==> config.mk <==
export PLATFORM = sky130hd
export DESIGN_NAME = white_ballance_stat
export DESIGN_NICKNAME = d
export VERILOG_FILES = /design/src/rtl/white_ballance_stat.sv
export SDC_FILE = /design/constraint.sdc
export NUM_CORES = 1
export LEC_CHECK = 0
export CELL_PAD_IN_SITES_DETAIL_PLACEMENT = 1
export CELL_PAD_IN_SITES_GLOBAL_PLACEMENT = 1
export CORE_ASPECT_RATIO = 1.5
export CORE_MARGIN = 3
export CORE_UTILIZATION = 46
export CTS_CLUSTER_SIZE = 16
export DETAILED_ROUTE_END_ITERATION = 16
export GPL_TIMING_DRIVEN = 0
export HOLD_SLACK_MARGIN = 0.12
export PLACE_DENSITY_LB_ADDON = 0.1
export SLEW_MARGIN = 20
export SYNTH_ARGS = -nofsm -noshare
export SYNTH_HDL_FRONTEND = slang
export SYNTH_SLANG_ARGS = --single-unit
==> constraint.sdc <==
create_clock -name clk_i -period 4.8 [get_ports clk_i]
set_input_delay 0.96 -clock clk_i [delete_from_list [all_inputs] [get_ports clk_i]]
set_output_delay 0.96 -clock clk_i [all_outputs]
set_load 0.01 [all_outputs]
==> src/rtl/white_ballance_stat.sv <==
// white_ballance_stat
//   Per-frame R/G/B sum collector sitting in front of the white-balance
//   corrector. The RGB AXI4-Stream is forwarded through one register stage
//   unchanged; sums of every complete, well-formed frame are offered on a
//   valid/ready result port. Malformed frames are dropped and flagged.
//
//   Build option: define WB_STAT_CLIP_EN to exclude clipped pixels (any
//   component at full scale) from the sums and the pixel count. Such pixels
//   are still forwarded and still count toward line/frame geometry.
module white_ballance_stat #(
  parameter int PX_WIDTH    = 30,
  parameter int TDATA_WIDTH = 32,
  parameter int FRAME_RES_X = 1920,
  parameter int FRAME_RES_Y = 1080,
  parameter int SUM_WIDTH   = PX_WIDTH / 3 + $clog2(FRAME_RES_X * FRAME_RES_Y)
) (
  input  logic                   clk_i,
  input  logic                   rst_n_i,
  // input stream
  input  logic                   video_i_tvalid,
  output logic                   video_i_tready,
  input  logic [TDATA_WIDTH-1:0] video_i_tdata,
  input  logic                   video_i_tlast,
  input  logic                   video_i_tuser,
  // output stream
  output logic                   video_o_tvalid,
  input  logic                   video_o_tready,
  output logic [TDATA_WIDTH-1:0] video_o_tdata,
  output logic                   video_o_tlast,
  output logic                   video_o_tuser,
  // frame statistics
  output logic                   stat_valid_o,
  input  logic                   stat_ready_i,
  output logic [SUM_WIDTH-1:0]   stat_r_o,
  output logic [SUM_WIDTH-1:0]   stat_g_o,
  output logic [SUM_WIDTH-1:0]   stat_b_o,
  output logic [SUM_WIDTH-1:0]   stat_px_cnt_o,
  output logic                   stat_overrun_o,
  output logic                   frame_err_o
);

  localparam int COMP_WIDTH = PX_WIDTH / 3;
  localparam int X_W        = (FRAME_RES_X > 1) ? $clog2(FRAME_RES_X) : 1;
  localparam int Y_W        = (FRAME_RES_Y > 1) ? $clog2(FRAME_RES_Y) : 1;

  typedef enum logic {
    IDLE,
    ACCUM
  } state_t;

  state_t               state;
  logic [X_W-1:0]       x_cnt;
  logic [Y_W-1:0]       y_cnt;
  logic [SUM_WIDTH-1:0] sum_r, sum_g, sum_b, sum_cnt;

  logic                  accept;
  logic [COMP_WIDTH-1:0] pix_r, pix_g, pix_b;
  logic                  pix_used;
  logic [SUM_WIDTH-1:0]  add_r, add_g, add_b, add_cnt;
  logic                  line_end, last_line;

  assign video_i_tready = !video_o_tvalid || video_o_tready;
  assign accept         = video_i_tvalid && video_i_tready;

  assign pix_r = video_i_tdata[COMP_WIDTH-1:0];
  assign pix_g = video_i_tdata[2*COMP_WIDTH-1:COMP_WIDTH];
  assign pix_b = video_i_tdata[3*COMP_WIDTH-1:2*COMP_WIDTH];

`ifdef WB_STAT_CLIP_EN
  assign pix_used = !((&pix_r) || (&pix_g) || (&pix_b));
`else
  assign pix_used = 1'b1;
`endif

  assign line_end  = (x_cnt == X_W'(FRAME_RES_X - 1));
  assign last_line = (y_cnt == Y_W'(FRAME_RES_Y - 1));

  // Contribution of the current beat, zero when the pixel is excluded.
  always_comb begin
    add_r   = '0;
    add_g   = '0;
    add_b   = '0;
    add_cnt = {{(SUM_WIDTH-1){1'b0}}, pix_used};
    if (pix_used) begin
      add_r = {{(SUM_WIDTH-COMP_WIDTH){1'b0}}, pix_r};
      add_g = {{(SUM_WIDTH-COMP_WIDTH){1'b0}}, pix_g};
      add_b = {{(SUM_WIDTH-COMP_WIDTH){1'b0}}, pix_b};
    end
  end

  // One-stage skid-free pipeline register for the pass-through stream.
  always_ff @(posedge clk_i or negedge rst_n_i) begin
    if (!rst_n_i) begin
      video_o_tvalid <= 1'b0;
      video_o_tdata  <= '0;
      video_o_tlast  <= 1'b0;
      video_o_tuser  <= 1'b0;
    end else if (accept) begin
      // NOTE: sequential state uses non-blocking assignments so every
      // register samples pre-edge values, matching real flip-flops.
      video_o_tvalid <= 1'b1;
      video_o_tdata  <= video_i_tdata;
      video_o_tlast  <= video_i_tlast;
      video_o_tuser  <= video_i_tuser;
    end else if (video_o_tready) begin
      video_o_tvalid <= 1'b0;
    end
  end

  // Frame FSM: geometry tracking, accumulation and result hand-off.
  always_ff @(posedge clk_i or negedge rst_n_i) begin
    if (!rst_n_i) begin
      state          <= IDLE;
      x_cnt          <= '0;
      y_cnt          <= '0;
      sum_r          <= '0;
      sum_g          <= '0;
      sum_b          <= '0;
      sum_cnt        <= '0;
      stat_valid_o   <= 1'b0;
      stat_r_o       <= '0;
      stat_g_o       <= '0;
      stat_b_o       <= '0;
      stat_px_cnt_o  <= '0;
      stat_overrun_o <= 1'b0;
      frame_err_o    <= 1'b0;
    end else begin
      stat_overrun_o <= 1'b0;
      frame_err_o    <= 1'b0;

      // NOTE: a consumed result is cleared here; a frame completing in the
      // same cycle assigns the result registers again further down, and the
      // last non-blocking assignment in the block is the one that sticks.
      if (stat_valid_o && stat_ready_i) begin
        stat_valid_o  <= 1'b0;
        stat_r_o      <= '0;
        stat_g_o      <= '0;
        stat_b_o      <= '0;
        stat_px_cnt_o <= '0;
      end

      if (accept) begin
        unique case (state)
          IDLE: begin
            if (video_i_tuser) begin
              sum_r   <= add_r;
              sum_g   <= add_g;
              sum_b   <= add_b;
              sum_cnt <= add_cnt;
              x_cnt   <= X_W'(1);
              y_cnt   <= '0;
              state   <= ACCUM;
            end
          end
          ACCUM: begin
            if (video_i_tuser) begin
              // Unexpected SOF: drop the partial frame and restart on this beat.
              frame_err_o <= 1'b1;
              sum_r       <= add_r;
              sum_g       <= add_g;
              sum_b       <= add_b;
              sum_cnt     <= add_cnt;
              x_cnt       <= X_W'(1);
              y_cnt       <= '0;
            end else if (video_i_tlast != line_end) begin
              // Line too short or too long.
              frame_err_o <= 1'b1;
              state       <= IDLE;
            end else if (video_i_tlast && last_line) begin
              stat_r_o       <= sum_r + add_r;
              stat_g_o       <= sum_g + add_g;
              stat_b_o       <= sum_b + add_b;
              stat_px_cnt_o  <= sum_cnt + add_cnt;
              stat_valid_o   <= 1'b1;
              stat_overrun_o <= stat_valid_o && !stat_ready_i;
              state          <= IDLE;
            end else begin
              sum_r   <= sum_r + add_r;
              sum_g   <= sum_g + add_g;
              sum_b   <= sum_b + add_b;
              sum_cnt <= sum_cnt + add_cnt;
              if (video_i_tlast) begin
                x_cnt <= '0;
                y_cnt <= y_cnt + Y_W'(1);
              end else begin
                x_cnt <= x_cnt + X_W'(1);
              end
            end
          end
          default: state <= IDLE;
        endcase
      end
    end
  end

endmodule

After elaboration in Yosys (flattened, before gate mapping)
Cells that the tools add are included.
- reduce and logical (&&, ||, !) cells: 10
- equality and inequality tests: 7
- muxes and demuxes: 78
- bitwise logic cells: 1
- add/subtract/negate cells: 6
- operators with widths (cell ; count):
    2-to-1 mux 31 bit ; 40
    case mux 31 bit (2 select lines) ; 4
    2-to-1 mux 11 bit ; 10
    adder 31 x 10 -> 31 bit ; 3
    case mux 11 bit (2 select lines) ; 2
    adder 31 x 1 -> 31 bit (second input constant) ; 1
    adder 11 x 1 -> 11 bit (second input constant) ; 2
    == test 11 bit (second input constant) ; 2
    2-to-1 mux 1 bit ; 21
    inequality test 3 bit (second input constant) ; 3
    AND reduction 5 bit ; 1
    logical AND 1 bit ; 4
    AND reduction 4 bit ; 1
    zero test 1 bit ; 2
    inequality test 2 bit (second input constant) ; 1
    case mux 1 bit (2 select lines) ; 1
    nonzero test 2 bit ; 1
    logical OR 1 bit ; 1
    inequality test 1 bit ; 1
    NOT 1 bit ; 1
- register bits: 309
- output and inout bits: 163
- word-level logic and storage cells: 120
- bits of input ports: 39

Longest topological paths before layout
- depth in word-level cells: 7
- depth in mapped cells: 10
- depth with buffers taken out: 9

Worst setup path after synthesis
Ideal clock, no wire load.
- kind: input-to-reg
- start: input port video_i_tdata[10]
- end: register sum_g[20]
- arrival: 3166 ps
- path slack: 1551 ps
- setup time: 83 ps
- data required time: 4717 ps
- stages on the path: 10
- cell sequence: ha_1 > inv_1 > fa_1 > nor2b_1 > o2111ai_1 > and4_1 > clkbuf_1 > or4_4 > or3_1 > o21ai_0
- word-level cells in the longest chain between the ends: 5
- ends and longest elaborated chain (element ; RTL line ; RTL):
    start, declared ; 22 ; input logic [TDATA_WIDTH-1:0] video_i_tdata,
    adder 31 x 10 -> 31 bit ; 179 ; sum_g <= sum_g + add_g;
    2-to-1 mux 31 bit ; 169 ; end else if (video_i_tlast && last_line) begin
    2-to-1 mux 31 bit ; 165 ; end else if (video_i_tlast != line_end) begin
    2-to-1 mux 31 bit ; 156 ; if (video_i_tuser) begin
    case mux 31 bit (2 select lines) ; 143 ; unique case (state)
    end signal, assigned ; 147 ; sum_g <= add_g;
    end signal, assigned ; 160 ; sum_g <= add_g;
    end signal, assigned ; 179 ;
    end, declared ; 54 ; logic [SUM_WIDTH-1:0] sum_r, sum_g, sum_b, sum_cnt;
Every way passes these cells. The select of a mux whose other input is x is not followed.
A chain may end at the register's enable or synchronous reset.

Worst setup path in the final report
- start: input port video_i_tlast
- end: register stat_g_o[6]
- word-level cells in the longest chain between the ends: 6
- ends and longest elaborated chain (element ; RTL line ; RTL):
    start, declared ; 23 ; input logic video_i_tlast,
    logical AND 1 bit ; 169 ;
    2-to-1 mux 31 bit ; 169 ;
    2-to-1 mux 31 bit (*) ; 165 ;
    2-to-1 mux 31 bit (*) ; 156 ;
    2-to-1 mux 31 bit (*) ; 143 ;
    2-to-1 mux 31 bit (*) ; 142 ; if (accept) begin
    end signal, assigned ; 171 ; stat_g_o <= sum_g + add_g;
    end, declared ; 35 ; output logic [SUM_WIDTH-1:0] stat_g_o,
Mark *: on every way between the ends. The rest lies on a longest branch, timed or not.

==> impl_results.md <==
- Synth top cells by count: dfrtp_1, nand2_1, o21ai_0
- Number of global-route vias before repair: 16460
- Layout cell share with drive strength beyond 1: 5.012%
- Critical Path AT: 4.47 ns
- Routability cong.: 0.9158
- Die outline height: 234.6 µm
- Cell taking the most area after synthesis: dfrtp_1
- Die Area: 37160 µm²
- Switching pwr: 2.072 mW
- Setup Buffers After CTS: 0
- CP Class: input pin to flip-flop
- Asr flop ratio synth: 100.0%
- CP most frequent cell: clkbuf_1
- Vias/cell: 6.252
- Worst-path maximum fanout: 10
- Fmax: 250.1 MHz
- Startpoint Class: input pin
- Post-Syn Area: 16030 µm²
- Max-Cap Viols: 0
- Total Nets Final: 2072
- Slew Limit Fails: 0
- Antenna Diode Count: 0
- Port-buffer cells: 201
- Synth cell types: 77
- Hold_buf cts: 0
- First-pass DRT Iterations: 4
- Static Leak: 8.231 nW
- All-Layer GR Usage: 31.44%
- Clk_skew: 0.03451 ns
- CP endpoint kind: flip-flop
- Gate Count Post-Synth: 1759
- Filler Cell Count: 3933
- DP Wirelength: 42940 µm
- First-pass GRT wire length: 91860 µm
- Worst EP required: 5.28 ns
- Internal: 4.542 mW
- Post-CTS Resized: 0
- Synth Net Count: 1834
- CTS root buffer: clkbuf_16
- Clock Latency Late Sink: 0.60 ns
- Slew of the pin with the lowest slew margin: 0.9936 ns
- CTS tree: built
- Status: finished, final reports clean
- Crit-path cells: clkdlybuf4s50_1, and4b_1, and2_1, and4_1, clkbuf_1, nand2_1, clkbuf_1, clkbuf_1, nand3_1, o21ai_0
- Sequential share of the synthesized area: 48.25%
- Worst slack, placed: 0.3742 ns
- Initial DRC count: 784
- Final setup vio count: 0
- Number of synthesized register bits: 309
- Most frequent cell after synthesis: dfrtp_1
- Sequential Power Share: 42.8%
- Setup WS post-layout: 0.8015 ns
- Synthesized area per cell: 9.111 µm²
- Vias: 15250
- Most used flip-flop cell after synthesis: dfrtp_1
- Largest net degree at the start of global routing: 74
- Top post-synthesis cells by area: dfrtp_1, o21ai_0, nand2_1, nand3_1, xnor2_1
- Crit share post-route: 83.30%
- FF/Latch Area: 7732 µm²
- Post-synth top area share: 48.25%
- H-tree Lvls: 1
- Highest ir drop seen on vdd: 265.1 µV
- Initial antenna violation count: 0
- Fin area: 19660 µm²
- Area of the multi-input gates: 7611 µm²
- Row cnt: 83
- Initial Utilization: 46.77%
- # DRC: 0
- Synth Warn #: 0
- Time the worst path needs with I/O delays and setup: 3.999 ns
- Number of buffers created by CTS: 31
- Core Area: 34270 µm²
- Antenna viol nets, final: 0
- Placed inst area: 18700 µm²
- Part of the power in combinational logic: 20.6%
- Worst slew margin: 33.76%
- Top delay family on crit path: buffers and inverters
- WL final: 59090 µm
- Clock transition at the registers of the reported paths: 0.07 ns
- GR Overflow Total: 0
- Post-synth EDFFs: 0
- Largest stage delay on the critical path: 0.76 ns
- Io pins: 202
- Clock power frac: 36.6%
- CP Buf/Inv Count: 4
- Critical-path top delay cell: clkbuf_1
- Final hold violation count: 0
- Wire length per cell: 24.22 µm
- CTS Buffer Depth: 3
- Switching share of power: 31.33%
- Worst R2R Start: x_cnt[0]
- Min-delay worst type: input pin to async pin
- Layout area overhead: 22.65%
- Pwr/cell area: 336.5 nW/µm²
- Die X: 158.4 µm
- # clock sinks: 309
- RSZ-0062 raised after global routing: false
- Crit. Startpoint: video_i_tlast
==> worst paths after layout <==
path                            slack [ns]  cells past startpoint               end
worst max register to register        1.14                     10       stat_g_o[6]
min in group clk_i                    0.49                      2  video_o_tdata[8]
worst min register to register        0.49                      2  video_o_tdata[8]
worst min-delay path                  0.29                      1      stat_b_o[13]
worst max-delay path                  0.80                     10       stat_g_o[6]
max in group asynchronous             3.41                      3  video_o_tdata[4]
==> per-layer routing <==
layer	routed length (µm)	vias to the layer above	global-route usage, %	share of wire (%)
li1	-	6786	-	-
met1	23020	7804	37.51	39
met2	30060	503	55.13	51
met3	2969	161	4.091	5.0
met4	3038	0	15.21	5.1
met5	0	-	0	0
==> cell type report <==
cell class / count / share of cell area, %
sequential: 309 / 39.34
multi-input combinational: 1282 / 38.72
timing repair buffer: 205 / 10.82
clock buffer: 41 / 4.290
tap: 425 / 2.705
buffer: 116 / 2.553
inverter: 52 / 0.9930
clock inverter: 10 / 0.5792
==> worst reg2reg max path, stage by stage, from the launching register on <==
cell and delay (ns):
dfrtp_1 0.40, ha_1 0.24, nand3_1 0.23, nor3_1 0.37
and4_1 0.25, clkbuf_1 0.32, nand2_1 0.38, clkbuf_1 0.53
clkbuf_1 0.45, nand3_1 0.21, o21ai_0 0.12
==> state kept, by name, indices dropped and copies added (netlist names), 11 cells and up <==
signal,flops
stat_b_o,31
sum_b,31
video_o_tdata,32
sum_cnt,31
sum_r,31
stat_g_o,31
x_cnt,11
stat_r_o,31
stat_px_cnt_o,31
y_cnt,11
sum_g,31
==> stage by stage <==
| step | util, % | hold WS, ns | power, mW | setup TNS (ns) | std cells |
|---|---|---|---|---|---|
| 2_1_floorplan | - | 0.4449 | 3.653 | 0 | 1759 |
| 3_3_place_gp | 54.19 | 0.4606 | 4.140 | -3466.90 | 2385 |
| 3_5_place_dp | 54.56 | 0.4703 | 4.205 | 0 | 2389 |
| 4_1_cts | 57.36 | 0.2950 | 6.624 | 0 | 2440 |
| 5_1_grt | 57.36 | 0.3205 | 6.872 | 0 | 2440 |
| 6_report | 57.36 | 0.2940 | 6.614 | 0 | 2440 |
==> layout by cell type, fill, tap and decap left out, types with 5 or more instances in the layout <==
cell / count
a211oi_1: 5
a21o_1: 17
a21oi_1: 88
a22oi_1: 10
a31oi_1: 72
a41oi_1: 11
and2_1: 5
and3_1: 24
and4_1: 8
buf_1: 16
buf_2: 29
buf_4: 6
clkbuf_1: 71
clkbuf_16: 31
clkdlybuf4s50_1: 200
clkinv_2: 6
dfrtp_1: 309
ha_1: 33
inv_1: 51
nand2_1: 233
nand2b_1: 14
nand3_1: 174
nand4_1: 29
nor2_1: 53
nor2b_1: 9
nor3_1: 30
nor4_1: 11
o2111ai_1: 14
o211a_1: 7
o211ai_1: 18
o21ai_0: 188
o21ai_1: 7
o31ai_1: 10
or3_1: 25
or4_1: 7
xnor2_1: 74
xor2_1: 41
==> power by group through the flow <==
stage	sequential, mW	combinational (mW)	clock (mW)
after detailed placement	2.87	1.33	0
after global placement	2.87	1.27	0
after global routing	2.84	1.48	2.54
after floorplan	2.87	0.782	0
final	2.83	1.36	2.42
after CTS	2.83	1.35	2.45
==> kinds of logic (layout without fill, tap and decap cells) <==
kind of cell             count (synthesis)  in the layout  share of synthesized area (%)
AND/OR/NAND/NOR                        643            643                          19.56
AO/OA/AOI/OAI                          485            485                          18.42
flip-flops                             309            309                          48.25
buffers and inverters                  168            424                          4.348
XOR/XNOR                               115            115                          6.285
adder cells (fa/ha/maj)                 36             36                          2.951
multiplexers                             3              3                         0.1874
Note: power is estimated with default switching activity, not from simulation.
